File: src/rtl/apb_mem_bridge_pkg.sv
// Shared definitions for the APB to byte-wide memory bridge.
// Bus geometry defaults and FSM state encoding.
package apb_mem_bridge_pkg;

  localparam int BYTE           = 8;
  localparam int DEF_BUS_WIDTH  = 64;
  localparam int DEF_ADDR_WIDTH = 32;
  localparam int DEF_NBYTES     = DEF_BUS_WIDTH / BYTE;

  typedef enum logic [1:0] {
    IDLE = 2'd0,
    XFER = 2'd1,
    DONE = 2'd2
  } state_e;

endpackage

File: src/rtl/apb_mem_bridge.sv
// APB slave that serialises each bus-wide access into byte cycles
// on an async-read, posedge-write byte memory port.
module apb_mem_bridge
  import apb_mem_bridge_pkg::*;
#(
  parameter int BUS_WIDTH  = DEF_BUS_WIDTH,
  parameter int ADDR_WIDTH = DEF_ADDR_WIDTH,
  localparam int NB        = BUS_WIDTH / BYTE,
  localparam int CW        = $clog2(NB)
) (
  input  logic                  clk_i,
  input  logic                  rst_i,
  input  logic                  psel_i,
  input  logic                  penable_i,
  input  logic                  pwrite_i,
  input  logic [ADDR_WIDTH-1:0] paddr_i,
  input  logic [BUS_WIDTH-1:0]  pwdata_i,
  input  logic [NB-1:0]         pstrb_i,
  output logic [BUS_WIDTH-1:0]  prdata_o,
  output logic                  pready_o,
  output logic                  pslverr_o,
  output logic [ADDR_WIDTH-1:0] mem_addr_o,
  output logic [BYTE-1:0]       mem_wdata_o,
  output logic                  mem_pwrite_o,
  input  logic [BYTE-1:0]       mem_rdata_i
);

  state_e                state_q;
  logic [CW-1:0]         cnt_q;
  logic [ADDR_WIDTH-1:0] base_q;
  logic [BUS_WIDTH-1:0]  wdata_q;
  logic [NB-1:0]         strb_q;
  logic                  dir_q;
  logic [BUS_WIDTH-1:0]  prdata_q;
  logic                  pready_q;
  logic                  pslverr_q;

  logic                  in_xfer;
  logic                  last;

  assign in_xfer = (state_q == XFER);
  assign last    = (cnt_q == CW'(NB - 1));

  always_ff @(posedge clk_i) begin
    if (rst_i) begin
      state_q   <= IDLE;
      cnt_q     <= '0;
      base_q    <= '0;
      wdata_q   <= '0;
      strb_q    <= '0;
      dir_q     <= 1'b0;
      prdata_q  <= '0;
      pready_q  <= 1'b0;
      pslverr_q <= 1'b0;
    end else begin
      pready_q  <= 1'b0;
      pslverr_q <= 1'b0;
      unique case (state_q)
        IDLE: begin
          if (psel_i && penable_i) begin
            base_q  <= paddr_i;
            wdata_q <= pwdata_i;
            strb_q  <= pstrb_i;
            dir_q   <= pwrite_i;
            cnt_q   <= '0;
            // misaligned: skip memory, answer with error
            if (paddr_i[CW-1:0] != '0) begin
              state_q   <= DONE;
              pready_q  <= 1'b1;
              pslverr_q <= 1'b1;
            end else begin
              state_q <= XFER;
            end
          end
        end
        XFER: begin
          if (!dir_q)
            prdata_q[cnt_q*BYTE +: BYTE] <= mem_rdata_i;
          if (last) begin
            state_q  <= DONE;
            cnt_q    <= '0;
            pready_q <= 1'b1;
          end else begin
            cnt_q <= cnt_q + 1'b1;
          end
        end
        DONE: state_q <= IDLE;
        default: state_q <= IDLE;
      endcase
    end
  end

  assign mem_addr_o   = in_xfer ? base_q + ADDR_WIDTH'(cnt_q) : '0;
  assign mem_wdata_o  = wdata_q[cnt_q*BYTE +: BYTE];
  assign mem_pwrite_o = !rst_i && in_xfer && dir_q && strb_q[cnt_q];

  assign prdata_o  = prdata_q;
  assign pready_o  = pready_q;
  assign pslverr_o = pslverr_q;

endmodule

File: config.mk
export PLATFORM = sky130hd
export DESIGN_NAME = apb_mem_bridge
export DESIGN_NICKNAME = d
export VERILOG_FILES = /design/src/rtl/apb_mem_bridge_pkg.sv /design/src/rtl/apb_mem_bridge.sv
export SDC_FILE = /design/constraint.sdc
export NUM_CORES = 1
export LEC_CHECK = 0
export CORE_MARGIN = 3
export CORE_UTILIZATION = 48
export DETAILED_ROUTE_END_ITERATION = 7
export GPL_TIMING_DRIVEN = 1
export PLACE_DENSITY_LB_ADDON = 0.1
export SLEW_MARGIN = 5
export SYNTH_ARGS = -nofsm -noshare
export SYNTH_HDL_FRONTEND = slang
export SYNTH_SLANG_ARGS = --single-unit
File: constraint.sdc
create_clock -name clk_i -period 4.5 [get_ports clk_i]
set_clock_uncertainty 0.2 [all_clocks]
set_input_delay 1.125 -clock clk_i [delete_from_list [all_inputs] [get_ports clk_i]]
set_output_delay 1.125 -clock clk_i [all_outputs]
set_load 0.03 [all_outputs]
==> flow_summary.ini <==
[outcome]
outcome = completed

[timing]
rsz0062_at_grt = false
worst_pin_slew_ns = 1.01
finalCriticalPeriod_ns = 4.17
fmax_mhz = 240
hold_viol = 0
max_slew_margin_pct = 32.4
setup_viol = 0
slew_viol_final = 0
setup_tns_ns = 0
post-route-period-util_pct = 92.6

[die]
die-area_um2 = 17800
rows = 45
die_height_um = 134
initial_core_util_pct = 50.2
io_pins = 224
core_area_um2 = 15500
fp.dieW_um = 134

[pwr]
power_density_nw_per_um2 = 322
ir_drop_uv = 260
power_mw = 3.43
p_leak_nw = 4.03
p_sw_mw = 0.805
swShare_pct = 23.5
internal_power_mw = 2.63
sequentialPowerShare_pct = 47.8
p_comb_share_pct = 8.9
pwr-share-clk_pct = 43.3

[setup_path]
worstPathRequired_ns = 3.17
reg2reg_slack_ns = 1.27
startpoint_type = flop
crit_path_max_fanout = 17
reg2reg_depth = 8
critPathArrivalTime_ns = 2.84
cp-end-kind = primary output
critPathKind = flop to primary output

[cells_and_area]
layout-drive-gt1-share_pct = 8.57
antennaDiodeCount = 0
utilization_pct = 68.6
num-nets-final = 1255
syn2layout_area_growth_pct = 36.5

[synth]
postSynthAreaPerCell_um2 = 8.25
ys_seq_elements = 176
yosysWarnings = 0
synthArstFlopShare_pct = 0
synth_nets = 1072
yosysSeqAreaShare_pct = 45.1
synth-main-ff-cell = dfxtp_1
ys_types = 44
syn_area_um2 = 7810
syn_inst = 947
synth_edf_count = 0

[drt]
avgViaCountPerCell = 5.29
drc = 0
ant_nets = 0
initialDrtViolationCount = 443
dr_total_vias = 7163
first_pass_iters = 4
wirelength_um = 22300
wl_per_cell_um = 16.5

[clock_network]
cts_resized = 0
cts_buffers = 17
path_clk_slew_ns = 0.07
cts_hold_buffers = 0
ctsRootBufferMaster = clkbuf_16
htreeDepth = 4
cts_setup_buffers = 0
cts_tree = done
cts_buffer_depth = 2
clk_latency_ns = 0.42
cts_sinks = 176

[global_route]
grt_pass1_vias = 6849
grt_overflow = 0
grt_pass1_wl_um = 35500
antenna_found_initial = 0
grt_max_degree = 98
grt_use_total_pct = 24.8

[min_path]
hold_class = flop to flop
whs_path_depth = 2

[placement]
gp_routability_congestion = 0.864
place.detailed.hpwl_um = 15300
portBuffers = 223

[run]
maxCapViolCount = 0
-- layout make-up --
| class | count | area, µm² |
|---|---|---|
| repair buffers | 234 | 2270 |
| inverters | 7 | 26.3 |
| well taps | 211 | 264 |
| flip-flops and latches | 176 | 3520 |
| multi-input cells | 694 | 3980 |
| clock inverters | 11 | 128 |
| fillers | 1323 | 4880 |
| clock buffers | 21 | 470 |
-- metal layers --
metal  routed length, µm  vias up  part of all wire [%]  global-route usage [%]
li1                    -     3594                     -                       -
met1                9770     3325                    44                    32.6
met2               10500      218                    47                    39.8
met3                1760       26                   7.9                    8.04
met4                 345        0                   1.5                    6.46
met5                   0        -                     0                       0
-- worst max-delay path, cell delays in order, from the launching register on --
cell and delay, ns:
dfxtp_1 0.33, ha_1 0.18, inv_1 0.06, fa_1 0.37
nor2b_1 0.12, buf_4 0.16, o2111ai_2 0.34, or4_1 0.52
a21oi_1 0.16, buf_4 0.18
-- per-stage QoR --
step	setup slack, ns	cell area [µm²]	cells	hold WS [ns]
after floorplan	0.104	7810	947	0.233
after global placement	0.795	10100	1322	0.239
after detailed placement	0.762	10100	1322	0.243
after CTS	0.320	10700	1354	0.252
after global routing	0.0922	10700	1354	0.272
final	0.331	10700	1354	0.251
-- layout by cell type, fill, tap and decap left out, types with 6 or more instances in the layout --
cell,Yosys,final
or4_1,11,11
nand2_1,266,266
nor3_1,10,9
dfxtp_1,176,175
nor2_1,63,63
mux4_2,18,18
a21oi_1,146,146
inv_1,6,6
buf_4,0,34
nand3_1,31,31
clkdlybuf4s50_1,0,199
mux2i_1,48,48
xor2_1,6,6
and2_1,9,9
o31ai_1,11,11
ha_1,7,7
clkbuf_16,0,17
-- power groups by stage --
stage                     combinational, mW  sequential (mW)  clock (mW)
final                                 0.307             1.64        1.48
after CTS                             0.308             1.64        1.50
after global placement                0.304             1.67           0
after floorplan                       0.149             1.67           0
after global routing                  0.336             1.65        1.56
after detailed placement              0.306             1.67           0
-- cell usage after synthesis (4+ instances only) --
cell type	count	share of area, %
o31ai_1	11	1.1
and2_1	9	0.72
o21ai_0	5	0.32
nor2_1	63	3.0
mux4_2	18	5.2
nor2b_1	4	0.32
nand4_2	5	0.80
and3_1	5	0.40
a21oi_1	146	9.4
nor3_1	10	0.64
dfxtp_1	176	45
clkbuf_1	51	2.5
xnor2_1	5	0.56
ha_1	7	1.1
nand2_1	266	13
or4_1	11	1.1
xor2_1	6	0.67
nand4_1	5	0.40
or3_1	6	0.48
buf_2	15	0.96
nand3_1	31	2.0
inv_1	6	0.29
mux2i_1	48	6.2
-- state kept, by name, summed over array words and instances, names as in the netlist --
register,count
cnt_q,3
pslverr_o,1
base_q,32
dir_q,1
pready_o,1
prdata_o,64
wdata_q,64
strb_q,8
state_q,2
-- cells by family (layout without fill, tap and decap cells) --
kind of cell | count (synthesis) | in the layout | synth area share (%)
simple gates | 437 | 437 | 25.0
mux | 67 | 67 | 11.5
compound gates | 171 | 171 | 11.7
buf+inv | 77 | 273 | 4.04
fa+ha+maj | 8 | 8 | 1.38
xor+xnor | 11 | 11 | 1.23
flops | 176 | 176 | 45.1
-- worst paths after layout --
kind                               end                 startpoint
max                     mem_addr_o[28]     base_q[0]$_SDFFE_PP0P_
min          prdata_o[36]$_SDFFE_PP0P_  prdata_o[36]$_SDFFE_PP0P_
max reg2reg  prdata_o[63]$_SDFFE_PP0P_      cnt_q[0]$_SDFFE_PP0P_
min reg2reg  prdata_o[36]$_SDFFE_PP0P_  prdata_o[36]$_SDFFE_PP0P_
Power figures use the tool's default switching activity.
==> RTL change: new RTL, same settings <==
The 3 states of `state_e` get a one-hot encoding in 3 bits.
--- a/src/rtl/apb_mem_bridge_pkg.sv
+++ b/src/rtl/apb_mem_bridge_pkg.sv
@@ -7,10 +7,10 @@
   localparam int DEF_ADDR_WIDTH = 32;
   localparam int DEF_NBYTES     = DEF_BUS_WIDTH / BYTE;
 
-  typedef enum logic [1:0] {
-    IDLE = 2'd0,
-    XFER = 2'd1,
-    DONE = 2'd2
+  typedef enum logic [2:0] {
+    IDLE = 3'b001,
+    XFER = 3'b010,
+    DONE = 3'b100
   } state_e;
 
 endpackage
Behaviour: no difference found for any inputs over 4 cycles, from zero or initial values and one cycle with rst_i high; so few cycles prove little.
==> RTL change against the original RTL <==
  * Final cell count increased by 1.8%
  * Worst hold slack worse by 0.00085 ns
  * Synthesized cell count rose by 3.6%
  * Synthesized area decreased by 0.46%
  * Critical endpoint is now mem_addr_o[31]
  * Wire length decreased by 4.3%
  * Worst setup slack improved by 0.0081 ns
  * Design area fell by 0.68%
  * Maximum frequency rose by 0.19%
  * Sequential cell count grew 1
  * Critical path depth decreased by 3
  * Non-clock buffer count decreased by 3
  * Via count grew 1.4%
  * Register-to-register slack worse by 0.22 ns
  * Total power is 0.28% higher
==> RTL change: results (changes against the original RTL) <==
| Metric | Value |
|---|---|
| Root Driver | clkbuf_16 (unchanged) |
| Top post-synthesis cells by count | nand2_1 (295), dfxtp_1 (177), a21oi_1 (159) (was nand2_1 (266), dfxtp_1 (176), a21oi_1 (146)) |
| Static leakage | 3.60 nW (was 4.03 nW) |
| DP Area | 10000 um^2 (was 10,100 um^2) |
| DR iter-0 viols | 481 (was 443) |
| Drt total wl | 21,400 um (was 22,300 um) |
| H-tree depth | 4 (unchanged) |
| Vias in the first global route | 6,722 (was 6,849) |
| Worst hold start | prdata_o[12] (was prdata_o[36]) |
| I/O Buffers | 223 (unchanged) |
| HP Class | reg2reg (unchanged) |
| Post-synthesis sequential area ratio | 0.456 (was 0.451) |
| Layout Cells excl Fill | 1,378 (was 1,354) |
| Share of post-route cells with drive strength above 1 | 0.0805 (was 0.0857) |
| Mapped Nets | 1,106 (was 1,072) |
| CP max FO | 11 (was 17) |
| Main area contributors after synthesis | dfxtp_1 (46%), nand2_1 (14%), a21oi_1 (10%) (was dfxtp_1 (45%), nand2_1 (13%), a21oi_1 (9.4%)) |
| Pre-CTS WS | 0.782 ns (was 0.762 ns) |
| Post-cts resize count | 0 (unchanged) |
| Fin nets | 1,279 (was 1,255) |
| Routability congestion estimate | 0.893 (was 0.864) |
| WP data arrival | 2.84 ns (about the same) |
| Pint | 0.00261 W (was 0.00263 W) |
| All-Layer GR Usage | 0.235 (was 0.248) |
| Initial antenna violation count | 0 (unchanged) |
| Reg clk slew, reported paths | 0.07 ns (about the same) |
| Num CTS Buffers | 17 (unchanged) |
| Largest net degree at the start of global routing | 110 (was 98) |
| Antenna Cells | 0 (unchanged) |
| Slowest CP cell | or4_4 (was or4_1) |
| DP HPWL | 14,800 um (was 15,300 um) |
| Syn_area_per_cell | 7.92 um^2 (was 8.25 um^2) |
| Setup Buffers After CTS | 0 (unchanged) |
| CP max stage delay | 0.62 ns (was 0.52 ns) |
| First-pass DRT Iterations | 5 (was 4) |
| Ys flop type | dfxtp_1 (unchanged) |
| Distinct cells, synth | 42 (was 44) |
| Clock Latency Late Sink | 0.43 ns |
| First-pass GRT wire length | 34,100 um (was 35,500 um) |
| Via Count | 7,262 (was 7,163) |
| Critical Path Source | base_q[13] (was base_q[0]) |
| Post-synth ARST share | 0 (unchanged) |
| Syn. warnings | 0 (unchanged) |
| Status | finished clean (unchanged) |
| Worst-Margin Slew | 1.18 ns (was 1.01 ns) |
| Bufs on Longest Clock Path | 2 (unchanged) |
| R2r startpoint | cnt_q[0] (unchanged) |
| Peak supply drop | 0.273 mV (was 0.260 mV) |
==> RTL change: path summary, 6_finish.rpt <==
check                           slack, ns             end  depth (start not counted)
worst max-delay path                 0.34  mem_addr_o[31]                          6
worst min-delay path                 0.25    prdata_o[12]                          2
worst max register to register       1.05    prdata_o[37]                          9
worst min register to register       0.25    prdata_o[12]                          2
==> RTL change: kinds of logic after synthesis <==
family,after synthesis,synth area share
AOI/OAI and AO/OA,176,0.118
and+or+nand+nor,477,0.270
DFF,177,0.456
xor gates and xnor gates,25,0.0282
muxes,35,0.0740
buffers and inverters,83,0.0406
adders and majority gates,8,0.0138
==> RTL change: cell type report <==
type	count	area, um^2
inverters	6	22.5
repair buffers	231	2240
clock inverters	14	151
clock buffers	18	439
multi-input cells	721	3920
fillers	1353	4950
flip-flops and latches	177	3540
well taps	211	264
==> RTL change: worst max-delay path, delay by kind of cell (launching register included) <==
family	cells	cell delay (ns)
flip-flops	1	0.42
buffers and inverters	1	0.18
AND/OR/NAND/NOR	4	1.66
AO/OA/AOI/OAI	1	0.15
==> RTL change: power by group through the flow <==
| stage | clock [W] | sequential (W) | combinational, W |
|---|---|---|---|
| floorplan | 0 | 0.00168 | 0.000161 |
| finish | 0.00147 | 0.00166 | 0.000310 |
| global route | 0.00156 | 0.00166 | 0.000341 |
| detailed placement | 0 | 0.00169 | 0.000311 |
| global placement | 0 | 0.00169 | 0.000308 |
| CTS | 0.00150 | 0.00166 | 0.000312 |
==> RTL change: routing by layer <==
layer,part of all wire,global-route usage,up-vias,wire (um)
met5,0,0,-,0
met4,0.021,0.0726,0,446
met3,0.064,0.0563,28,1360
met2,0.47,0.373,224,10000
met1,0.45,0.320,3376,9550
li1,-,-,3634,-
